`src/rtl/feature_vector_streamer.sv`:
```
// Buffers one N_FEAT-entry feature vector and streams it out as zero-extended words with index/last tags.
// Optional FEATURE_DOUBLE_BUFFER_EN: two ping-pong banks so filling and sending overlap.
module feature_vector_streamer #(
  parameter int unsigned N_FEAT = 100,
  parameter int unsigned DATA_W = 8,
  parameter int unsigned OUT_W  = 32,
  parameter int unsigned IDX_W  = 7
) (
  input  logic              clk,
  input  logic              rst,
  input  logic              in_valid,
  output logic              in_ready,
  input  logic [DATA_W-1:0] in_data,
  input  logic              in_sof,
  output logic              out_valid,
  input  logic              out_ready,
  output logic [OUT_W-1:0]  out_data,
  output logic [IDX_W-1:0]  out_idx,
  output logic              out_last,
  output logic              sof_err,
  output logic [15:0]       frame_cnt
);
  localparam logic [IDX_W-1:0] LAST_IDX = IDX_W'(N_FEAT - 1);

  logic              r_in_ready;
  logic              r_out_valid;
  logic              r_out_last;
  logic              r_sof_err;
  logic [OUT_W-1:0]  r_out_data;
  logic [IDX_W-1:0]  r_out_idx;
  logic [IDX_W-1:0]  r_wr_ptr;
  logic [IDX_W-1:0]  r_rd_ptr;
  logic [15:0]       r_frame_cnt;

  logic              w_in_xfer;
  logic              w_out_xfer;
  logic              w_last_xfer;
  logic              w_sof_restart;
  logic              w_fill_done;
  logic [IDX_W-1:0]  w_wr_addr;
  logic [IDX_W-1:0]  w_wr_ptr_nxt;
  logic              w_load;
  logic              w_in_ready_nxt;
  logic [DATA_W-1:0] w_rd_data;

  assign in_ready  = r_in_ready;
  assign out_valid = r_out_valid;
  assign out_data  = r_out_data;
  assign out_idx   = r_out_idx;
  assign out_last  = r_out_last;
  assign sof_err   = r_sof_err;
  assign frame_cnt = r_frame_cnt;

  assign w_in_xfer     = in_valid & r_in_ready;
  assign w_out_xfer    = r_out_valid & out_ready;
  assign w_last_xfer   = w_out_xfer & r_out_last;
  // An early start-of-frame drops the partial vector and restarts at entry 0
  assign w_sof_restart = w_in_xfer & in_sof & (r_wr_ptr != '0);
  assign w_fill_done   = w_in_xfer & ~w_sof_restart & (r_wr_ptr == LAST_IDX);
  assign w_wr_addr     = w_sof_restart ? '0 : r_wr_ptr;

  always_comb begin
    w_wr_ptr_nxt = r_wr_ptr;
    if (w_sof_restart)    w_wr_ptr_nxt = IDX_W'(1);
    else if (w_fill_done) w_wr_ptr_nxt = '0;
    else if (w_in_xfer)   w_wr_ptr_nxt = r_wr_ptr + IDX_W'(1);
  end

`ifdef FEATURE_DOUBLE_BUFFER_EN
  logic [DATA_W-1:0] r_buf [2][N_FEAT];
  logic [1:0]        r_full;
  logic [1:0]        w_full_nxt;
  logic              r_wr_bank;
  logic              r_rd_bank;
  logic              w_load_last;

  // A bank is released once its last word has moved into the output register
  assign w_rd_data   = r_buf[r_rd_bank][r_rd_ptr];
  assign w_load      = r_full[r_rd_bank] & (~r_out_valid | out_ready);
  assign w_load_last = w_load & (r_rd_ptr == LAST_IDX);

  always_comb begin
    w_full_nxt = r_full;
    if (w_fill_done) w_full_nxt[r_wr_bank] = 1'b1;
    if (w_load_last) w_full_nxt[r_rd_bank] = 1'b0;
    w_in_ready_nxt = ~(&w_full_nxt);
  end

  always_ff @(posedge clk or posedge rst) begin
    if (rst) begin
      r_full    <= '0;
      r_wr_bank <= 1'b0;
      r_rd_bank <= 1'b0;
    end else begin
      r_full <= w_full_nxt;
      if (w_fill_done) r_wr_bank <= ~r_wr_bank;
      if (w_load_last) r_rd_bank <= ~r_rd_bank;
    end
  end

  always_ff @(posedge clk) begin
    if (w_in_xfer) r_buf[r_wr_bank][w_wr_addr] <= in_data;
  end
`else
  typedef enum logic {S_FILL, S_SEND} state_t;

  state_t            r_state;
  state_t            w_state_nxt;
  logic [DATA_W-1:0] r_buf [N_FEAT];

  assign w_rd_data = r_buf[r_rd_ptr];

  always_ff @(posedge clk or posedge rst) begin
    if (rst) r_state <= S_FILL;
    else     r_state <= w_state_nxt;
  end

  // Fill until the vector is complete, then stream it fully before accepting more
  always_comb begin
    w_state_nxt    = r_state;
    w_load         = 1'b0;
    w_in_ready_nxt = 1'b0;
    case (r_state)
      S_FILL: begin
        w_in_ready_nxt = ~w_fill_done;
        if (w_fill_done) w_state_nxt = S_SEND;
      end
      S_SEND: begin
        w_load = ~r_out_valid | (out_ready & ~r_out_last);
        if (w_last_xfer) begin
          w_state_nxt    = S_FILL;
          w_in_ready_nxt = 1'b1;
        end
      end
      default: w_state_nxt = S_FILL;
    endcase
  end

  always_ff @(posedge clk) begin
    if (w_in_xfer) r_buf[w_wr_addr] <= in_data;
  end
`endif

  // Output word register, pointers and status
  always_ff @(posedge clk or posedge rst) begin
    if (rst) begin
      r_in_ready  <= 1'b0;
      r_out_valid <= 1'b0;
      r_out_last  <= 1'b0;
      r_out_data  <= '0;
      r_out_idx   <= '0;
      r_wr_ptr    <= '0;
      r_rd_ptr    <= '0;
      r_sof_err   <= 1'b0;
      r_frame_cnt <= '0;
    end else begin
      r_in_ready <= w_in_ready_nxt;
      r_wr_ptr   <= w_wr_ptr_nxt;
      r_sof_err  <= w_sof_restart;
      if (w_last_xfer) r_frame_cnt <= r_frame_cnt + 16'd1;
      if (w_load) begin
        r_out_valid <= 1'b1;
        r_out_data  <= OUT_W'(w_rd_data);
        r_out_idx   <= r_rd_ptr;
        r_out_last  <= (r_rd_ptr == LAST_IDX);
        r_rd_ptr    <= (r_rd_ptr == LAST_IDX) ? '0 : r_rd_ptr + IDX_W'(1);
      end else if (w_out_xfer) begin
        r_out_valid <= 1'b0;
      end
    end
  end

endmodule
```
`config.mk`:
```
export PLATFORM = sky130hd
export DESIGN_NAME = feature_vector_streamer
export DESIGN_NICKNAME = d
export VERILOG_FILES = /design/src/rtl/feature_vector_streamer.sv
export SDC_FILE = /design/constraint.sdc
export NUM_CORES = 1
export LEC_CHECK = 0
export CAP_MARGIN = 20
export CORE_MARGIN = 2
export CORE_UTILIZATION = 26
export DETAILED_ROUTE_END_ITERATION = 8
export MAX_ROUTING_LAYER = met4
export PLACE_DENSITY = 0.51
export SETUP_SLACK_MARGIN = 0.2
export SLEW_MARGIN = 20
export SYNTH_ARGS = -nofsm -noshare
export SYNTH_HDL_FRONTEND = slang
export SYNTH_SLANG_ARGS = --single-unit
```
`constraint.sdc`:
```
create_clock -name clk -period 7.9 [get_ports clk]
set_input_delay 1.185 -clock clk [delete_from_list [all_inputs] [get_ports clk]]
set_output_delay 1.185 -clock clk [all_outputs]
set_load 0.005 [all_outputs]
```
==> results of run 1 <==
==> metrics by stage <==
| stage | power (W) | hold WS [ns] |
|---|---|---|
| CTS | 0.0121 | 0.491 |
| global route | 0.0124 | 0.514 |
| floorplan | 0.00692 | 0.468 |
| finish | 0.0120 | 0.486 |
| detailed placement | 0.00798 | 0.471 |
| global placement | 0.00798 | 0.459 |
==> kinds of logic after synthesis <==
logic type               Yosys count  share of synthesized area (%)
flip-flops                       850                           75.0
AND/OR/NAND/NOR                  315                           4.38
multiplexers                     267                           14.6
AO/OA/AOI/OAI                    151                           3.25
buffers and inverters            129                           2.12
XOR/XNOR                          17                          0.442
adder cells (fa/ha/maj)            4                          0.149
other                              1                         0.0111
==> worst min-delay path: cells and delay by family, from the launching register on <==
family	cells	cell delay, ns
AND/OR/NAND/NOR	2	0.11
flip-flops	1	0.35
==> sequential cells by signal (all words and copies together), names as in the netlist <==
name,count
out_data,8
r_rd_ptr,7
in_ready,1
r_wr_ptr,7
out_valid,1
sof_err,1
out_idx,7
out_last,1
r_buf,800
frame_cnt,16
r_state,1
==> layout by cell type, fill, tap and decap left out, drive strengths merged, types with 22 or more instances in the layout <==
cell / n
buf: 46
clkbuf: 100
clkdlybuf4s50: 39
clkinv: 40
conb: 24
dfrtp: 50
edfxtp: 800
mux2i: 79
mux4: 177
nand2: 68
nand3: 22
nor2: 126
==> where the power goes <==
part           total [W]  switching (W)  internal (W)  leakage (nW)
clock network    0.00414        0.00178       0.00236          1.38
registers        0.00522       0.000221       0.00500          7.84
logic            0.00266        0.00155       0.00110          2.83
==> area by class of cell <==
class | instances | area, um^2 | share of cell area (%)
timing repair buffer | 85 | 778 | 1.99
clock buffer | 100 | 2290 | 5.87
inverter | 15 | 56.3 | 0.144
tap | 1742 | 2180 | 5.58
antenna | 1 | 2.50 | 0.00641
sequential | 850 | 25300 | 64.8
multi-input combinational | 778 | 7850 | 20.1
clock inverter | 59 | 587 | 1.50
==> path summary, 6_finish.rpt <==
path	startpoint	end	slack [ns]	depth (start not counted)
hold / removal	out_idx[1]	out_idx[1]	0.49	2
hold reg to reg	out_idx[1]	out_idx[1]	0.49	2
min in group asynchronous	rst	frame_cnt[12]	1.07	3
setup reg to reg	r_rd_ptr[1]	out_data[3]	4.11	7
setup / recovery	in_sof	r_buf[24][6]	4.08	6
max in group asynchronous	rst	r_rd_ptr[2]	6.19	3
==> layer usage <==
layer,up-vias,part of all wire (%)
li1,7209,-
met1,9295,43
met2,717,48
met3,126,6.4
met4,0,2.1
met5,-,0
==> reports/metrics.yaml, run 1 <==
placement:
  post_dp_cell_area_um2: 36100
  io_buffers: 47
  dp_cells: 3468
  finalWeightedCongestion: 0.847
  dpl_worst_slack_ns: 3.64
  hpwl_reported_at_the_end_of_detailed_placement_um: 58600
drt:
  total_wire_length_um: 93100
  routedWlPerCell_um: 25.6
  route.antenna.remaining_nets: 0
  drt_first_pass_iters: 5
  vias_per_cell: 4.78
  remaining_drc_errors: 0
  routed_vias: 17347
  dr.first_iter.drc_count: 1990
sta:
  hold_viol: 0
  clock.fmax_mhz: 261
  max_slew_margin_pct: 19.3
  fin_setup_tns_ns: 0
  worst_clock_skew_ns: 0.0704
  grt_setup_unrepaired: "no"
  worst_slew_pin_slew_ns: 1.21
  final.period_utilization_pct: 48.4
  finalSetupViolations: 0
  postLayoutSetupSlackWorst_ns: 4.08
  timing.final.crit_period_ns: 3.82
  maxSlewViolCount: 0
clocking:
  cts_num_sinks: 850
  cts_made_buffers: 89
  cts-root-to-sink-buffers: 3
  cts-resized-gates: 0
  cts.clk_slew.worst_paths_ns: 0.06
  clock_tree_from_tritoncts: "yes"
  post_cts_hold_buffer_count: 0
  h_tree_lvl_count: 3
  clk_latency_ns: 0.67
  ctsRootBufferMaster: "sky130_fd_sc_hd__clkbuf_16"
  post_cts_repair_setup_buffers: 0
die:
  fp.dieH_um: 364
  design.portCount: 72
  rows: 132
  die_x_extent_um: 364
  fp.dieArea_um2: 132000
  initial_utilization_pct: 26.1
  floorplan.core_area_um2: 129000
synth:
  async_reset_ff_share_pct: 5.88
  yosysUniqueCellTypes: 62
  syn-instance-count: 1734
  synth.largest_area_cell: "sky130_fd_sc_hd__edfxtp_1"
  number_of_enable_type_register_cells_in_the_synthesized_netlist: 800
  synth.top_cell.area_share_pct: 71.3
  postSynthRegisterBits: 850
  synth.area.top_cells: "sky130_fd_sc_hd__edfxtp_1 71%, sky130_fd_sc_hd__mux4_2 11%, sky130_fd_sc_hd__dfrtp_1 3.7%, sky130_fd_sc_hd__mux2i_1 2.3%, sky130_fd_sc_hd__nor2_1 1.4%"
  synth-seq-area-share_pct: 75.0
  synthMostInstantiatedCell: "sky130_fd_sc_hd__edfxtp_1"
  yosys-top-cells-count: "800 x sky130_fd_sc_hd__edfxtp_1, 171 x sky130_fd_sc_hd__mux4_2, 126 x sky130_fd_sc_hd__nor2_1"
  avgSynthCellArea_um2: 19.4
  mappedNetlistArea_um2: 33700
  yosys_warnings: 0
  ys_flop_type: "sky130_fd_sc_hd__edfxtp_1"
finish:
  stdcell_area_um2: 39000
  layout.filler_cells: 12449
  final_util_pct: 30.3
  syn_to_final_growth_pct: 15.9
  layout-drive-gt1-share_pct: 20.2
  final_net_count: 1836
  stdcell_count: 3630
min_path:
  holdCritPathClass: "flop to flop"
critical_path:
  timing.critical_path.slowest_stage_cell: "sky130_fd_sc_hd__a31oi_1"
  critPathBufInv: 2
  timing.critical_path.slowest_cell_delay_ns: 0.85
  timing.critical_path.fanout_max: 11
  crit_path_required_time_ns: 8.15
  path_cells: "clkdlybuf4s50_1 -> nand3_1 -> a31oi_1 -> o21ai_1 -> buf_4 -> nor2_1"
  worstSetupStartpointType: "input pin"
  worst_setup_path_end_kind: "flop"
  cp_data_arrival_time_ns: 4.07
  critPathTopFamily: "compound AO/OA/AOI/OAI gates"
  worstSetupPathType: "input pin to flop"
grt:
  grt_start_max_net_pins: 101
  global_route.overflow_total: 0
  global_route_wire_length_before_repair_um: 133000
  global_route.usage.met1_pct: 19.4
  grt-busiest-layer: "met2"
  antenna_found_initial: 1
  use_met3_pct: 2.20
  gr-usage-all-layers_pct: 14.4
  use_met2_pct: 22.7
  grt_pass1_vias: 17616
flow_run:
  maxCapViolCount: 0
power:
  leakage_power_nw: 12.0
  power.density_cell_area_nw_per_um2: 308
  largest_vdd_supply_drop_uv: 238
status:
  outcome: "complete, no violations"
No activity file was read; power rests on OpenSTA's default activity.
==> inputs of run 2 (changes only) <==
==> constraint.sdc (replaced) <==
create_clock -name clk -period 4 [get_ports clk]
set_input_delay 0.6 -clock clk [delete_from_list [all_inputs] [get_ports clk]]
set_output_delay 0.6 -clock clk [all_outputs]
set_load 0.005 [all_outputs]
==> run 2 against run 1 <==
- clock skew is 0.012 ns lower
- sequential share of layout area decreased by 1.3 points
- combinational power grew 100%
- power increased by 99%
- via count is 1.7% higher
- hold slack got worse by 0.026 ns
- non-clock buffer count increased by 106
- clock power grew 97%
- sequential power grew 99%
==> reports/metrics.yaml, run 2 (same netlist as run 1, synthesis figures left out) <==
drt:
  dr.first_iter.drc_count: 1749  # -12%
  route.antenna.remaining_nets: 0  # unchanged
  remaining_drc_errors: 0  # unchanged
  vias_per_cell: 4.72  # -1.2%
  routedWlPerCell_um: 24.7  # -3.7%
  routed_vias: 17650  # +1.7%
  total_wire_length_um: 92300  # -0.82%
  drt_first_pass_iters: 6  # +1
clocking:
  post_cts_repair_setup_buffers: 0  # unchanged
  ctsRootBufferMaster: "sky130_fd_sc_hd__clkbuf_16"
  cts.clk_slew.worst_paths_ns: 0.07  # about the same
  cts_made_buffers: 90  # +1.1%
  cts_num_sinks: 850  # unchanged
  cts-resized-gates: 0  # unchanged
  post_cts_hold_buffer_count: 0  # unchanged
  h_tree_lvl_count: 3  # unchanged
  clock_tree_from_tritoncts: "yes"
  clk_latency_ns: 0.67  # about the same
  cts-root-to-sink-buffers: 3  # unchanged
min_path:
  hp-start: "in_data[2]"
  endpoint_of_the_worst_hold_path: "r_buf[47][2]"
  holdCritPathClass: "input pin to flop"
  hold-path-cell-count: 1  # -1
grt:
  global_route.overflow_total: 0  # unchanged
  global_route_wire_length_before_repair_um: 133000  # -0.41%
  antenna_found_initial: 1  # unchanged
  gr-usage-all-layers_pct: 14.3  # -0.11 points
  grt_start_max_net_pins: 94  # -6.9%
  grt_pass1_vias: 17904  # +1.6%
critical_path:
  critPathTopFamily: "flip-flops"
  timing.critical_path.slowest_stage_cell: "sky130_fd_sc_hd__dfrtp_4"
  worstSetupStartpointType: "flop"
  reg2reg_slack_ns: 0.64  # -3.47 ns
  r2r.worst_path.cells: 6  # -1
  path_cells: "buf_4 -> mux4_2 -> a22o_1 -> a2111oi_1 -> buf_4 -> o211ai_1"
  rr_endpoint: "out_data[0]"
  timing.critical_path.fanout_max: 38  # +27
  timing.critical_path.slowest_cell_delay_ns: 0.98  # +0.13 ns
  worstSetupPathType: "flop to flop"
  worst_setup_path_end_kind: "flop"
  critical_path.reg2reg.startpoint: "r_rd_ptr[0]"
  critPathBufInv: 2  # unchanged
  crit_path_required_time_ns: 4.50  # -3.65 ns
  cp_data_arrival_time_ns: 3.86  # -0.21 ns
  worst_path_most_repeated_cell: "sky130_fd_sc_hd__buf_4"
die:
  floorplan.core_area_um2: 129000  # unchanged
  design.portCount: 72  # unchanged
  rows: 132  # unchanged
  die_x_extent_um: 364  # unchanged
  initial_utilization_pct: 26.1  # unchanged
  fp.dieArea_um2: 132000  # unchanged
  fp.dieH_um: 364  # unchanged
finish:
  largest_register: "r_buf"
  layout.cells.most_common: "sky130_fd_sc_hd__edfxtp_1"
  stdcell_area_um2: 39900  # +2.1%
  layout-drive-gt1-share_pct: 24.2  # +4.0 points
  most-common-layout-cells: "800 x sky130_fd_sc_hd__edfxtp_1, 171 x sky130_fd_sc_hd__mux4_2, 142 x sky130_fd_sc_hd__buf_4, 126 x sky130_fd_sc_hd__nor2_1, 91 x sky130_fd_sc_hd__clkbuf_16"
  syn_to_final_growth_pct: 18.3
  antennaDiodeCount: 0  # -1
  layout.filler_cells: 12465  # +0.13%
  largest_register_ff_count: 800  # unchanged
  final_util_pct: 30.9  # +0.64 points
  final_net_count: 1943  # +5.8%
sta:
  worst_slew_pin_slew_ns: 1.13  # -0.0817 ns
  hold_slack_ns: 0.460  # -0.0258 ns
  clock.fmax_mhz: 298
  final.period_utilization_pct: 84.0
  hold_viol: 0  # unchanged
  worst_clock_skew_ns: 0.0580  # -0.0124 ns
  finalSetupViolations: 0  # unchanged
  fin_setup_tns_ns: 0  # unchanged
  maxSlewViolCount: 0  # unchanged
  max_slew_margin_pct: 24.7  # +5.4 points
  timing.final.crit_period_ns: 3.36
  grt_setup_unrepaired: "no"
power:
  power.density_cell_area_nw_per_um2: 602  # +95%
  post-layout-total-power_w: 0.0240  # +99%
  largest_vdd_supply_drop_uv: 391  # +64%
  leakage_power_nw: 12.6  # +4.9%
placement:
  hpwl_reported_at_the_end_of_detailed_placement_um: 59500  # +1.7%
  finalWeightedCongestion: 0.865  # +2.2%
  post_dp_cell_area_um2: 37000  # +2.4%
  io_buffers: 47  # unchanged
status:
  outcome: "complete, no violations"
flow_run:
  maxCapViolCount: 0  # unchanged
==> run 2: cell types whose count changed in the layout (fill, tap and decap cells not counted), sizes merged <==
cell / change
inv: +2
clkbuf: +1
clkinv: +8
diode: -1
buf: +106
bufinv: -1
clkinvlp: -5
==> run 2: layer usage <==
layer | vias up | track usage, % | share of wire (%)
li1 | 7438 | - | -
met1 | 9365 | 19.1 | 43
met2 | 697 | 22.6 | 48
met3 | 150 | 1.89 | 6.1
met4 | 0 | 4.29 | 2.7
met5 | - | - | 0
==> run 2: worst register-to-register path: stages (launching register included) <==
cell	delay, ns
sky130_fd_sc_hd__dfrtp_4	0.98
sky130_fd_sc_hd__buf_4	0.52
sky130_fd_sc_hd__mux4_2	0.59
sky130_fd_sc_hd__a22o_1	0.25
sky130_fd_sc_hd__a2111oi_1	0.51
sky130_fd_sc_hd__buf_4	0.24
sky130_fd_sc_hd__o211ai_1	0.10
==> run 2: worst max-delay path by stage <==
stage | start | end | depth (start not counted)
3_5_place_dp | in_valid | r_buf[42][5] | 7
4_1_cts | r_rd_ptr[0] | out_data[0] | 6
2_1_floorplan | r_wr_ptr[1] | r_buf[9][0] | 10
5_1_grt | r_rd_ptr[0] | out_data[0] | 6
3_3_place_gp | in_valid | r_buf[9][2] | 6
6_report | r_rd_ptr[0] | out_data[0] | 6
==> run 2: final cells by class <==
class                           instances  area, um^2  area share (%)
Inverter                               15        56.3           0.141
Clock inverter                         63         567            1.42
Multi-Input combinational cell        778        7820            19.6
Timing Repair Buffer                  191        1630            4.09
Clock buffer                          101        2310            5.81
Sequential cell                       850       25300            63.4
Tap cell                             1742        2180            5.47
==> run 2: per-stage QoR <==
stage / std cells / setup slack [ns]
5_1_grt: 3740 / 0.502
6_report: 3740 / 0.641
3_5_place_dp: 3576 / 0.449
3_3_place_gp: 3576 / 0.499
4_1_cts: 3740 / 0.604
2_1_floorplan: 1757 / 1.26
==> run 2: power by group <==
group	switching [W]	leakage, nW	internal, W
combinational	0.00308	3.40	0.00236
sequential	0.000481	7.84	0.00988
clock	0.00353	1.40	0.00464
total	0.00709	12.6	0.0169
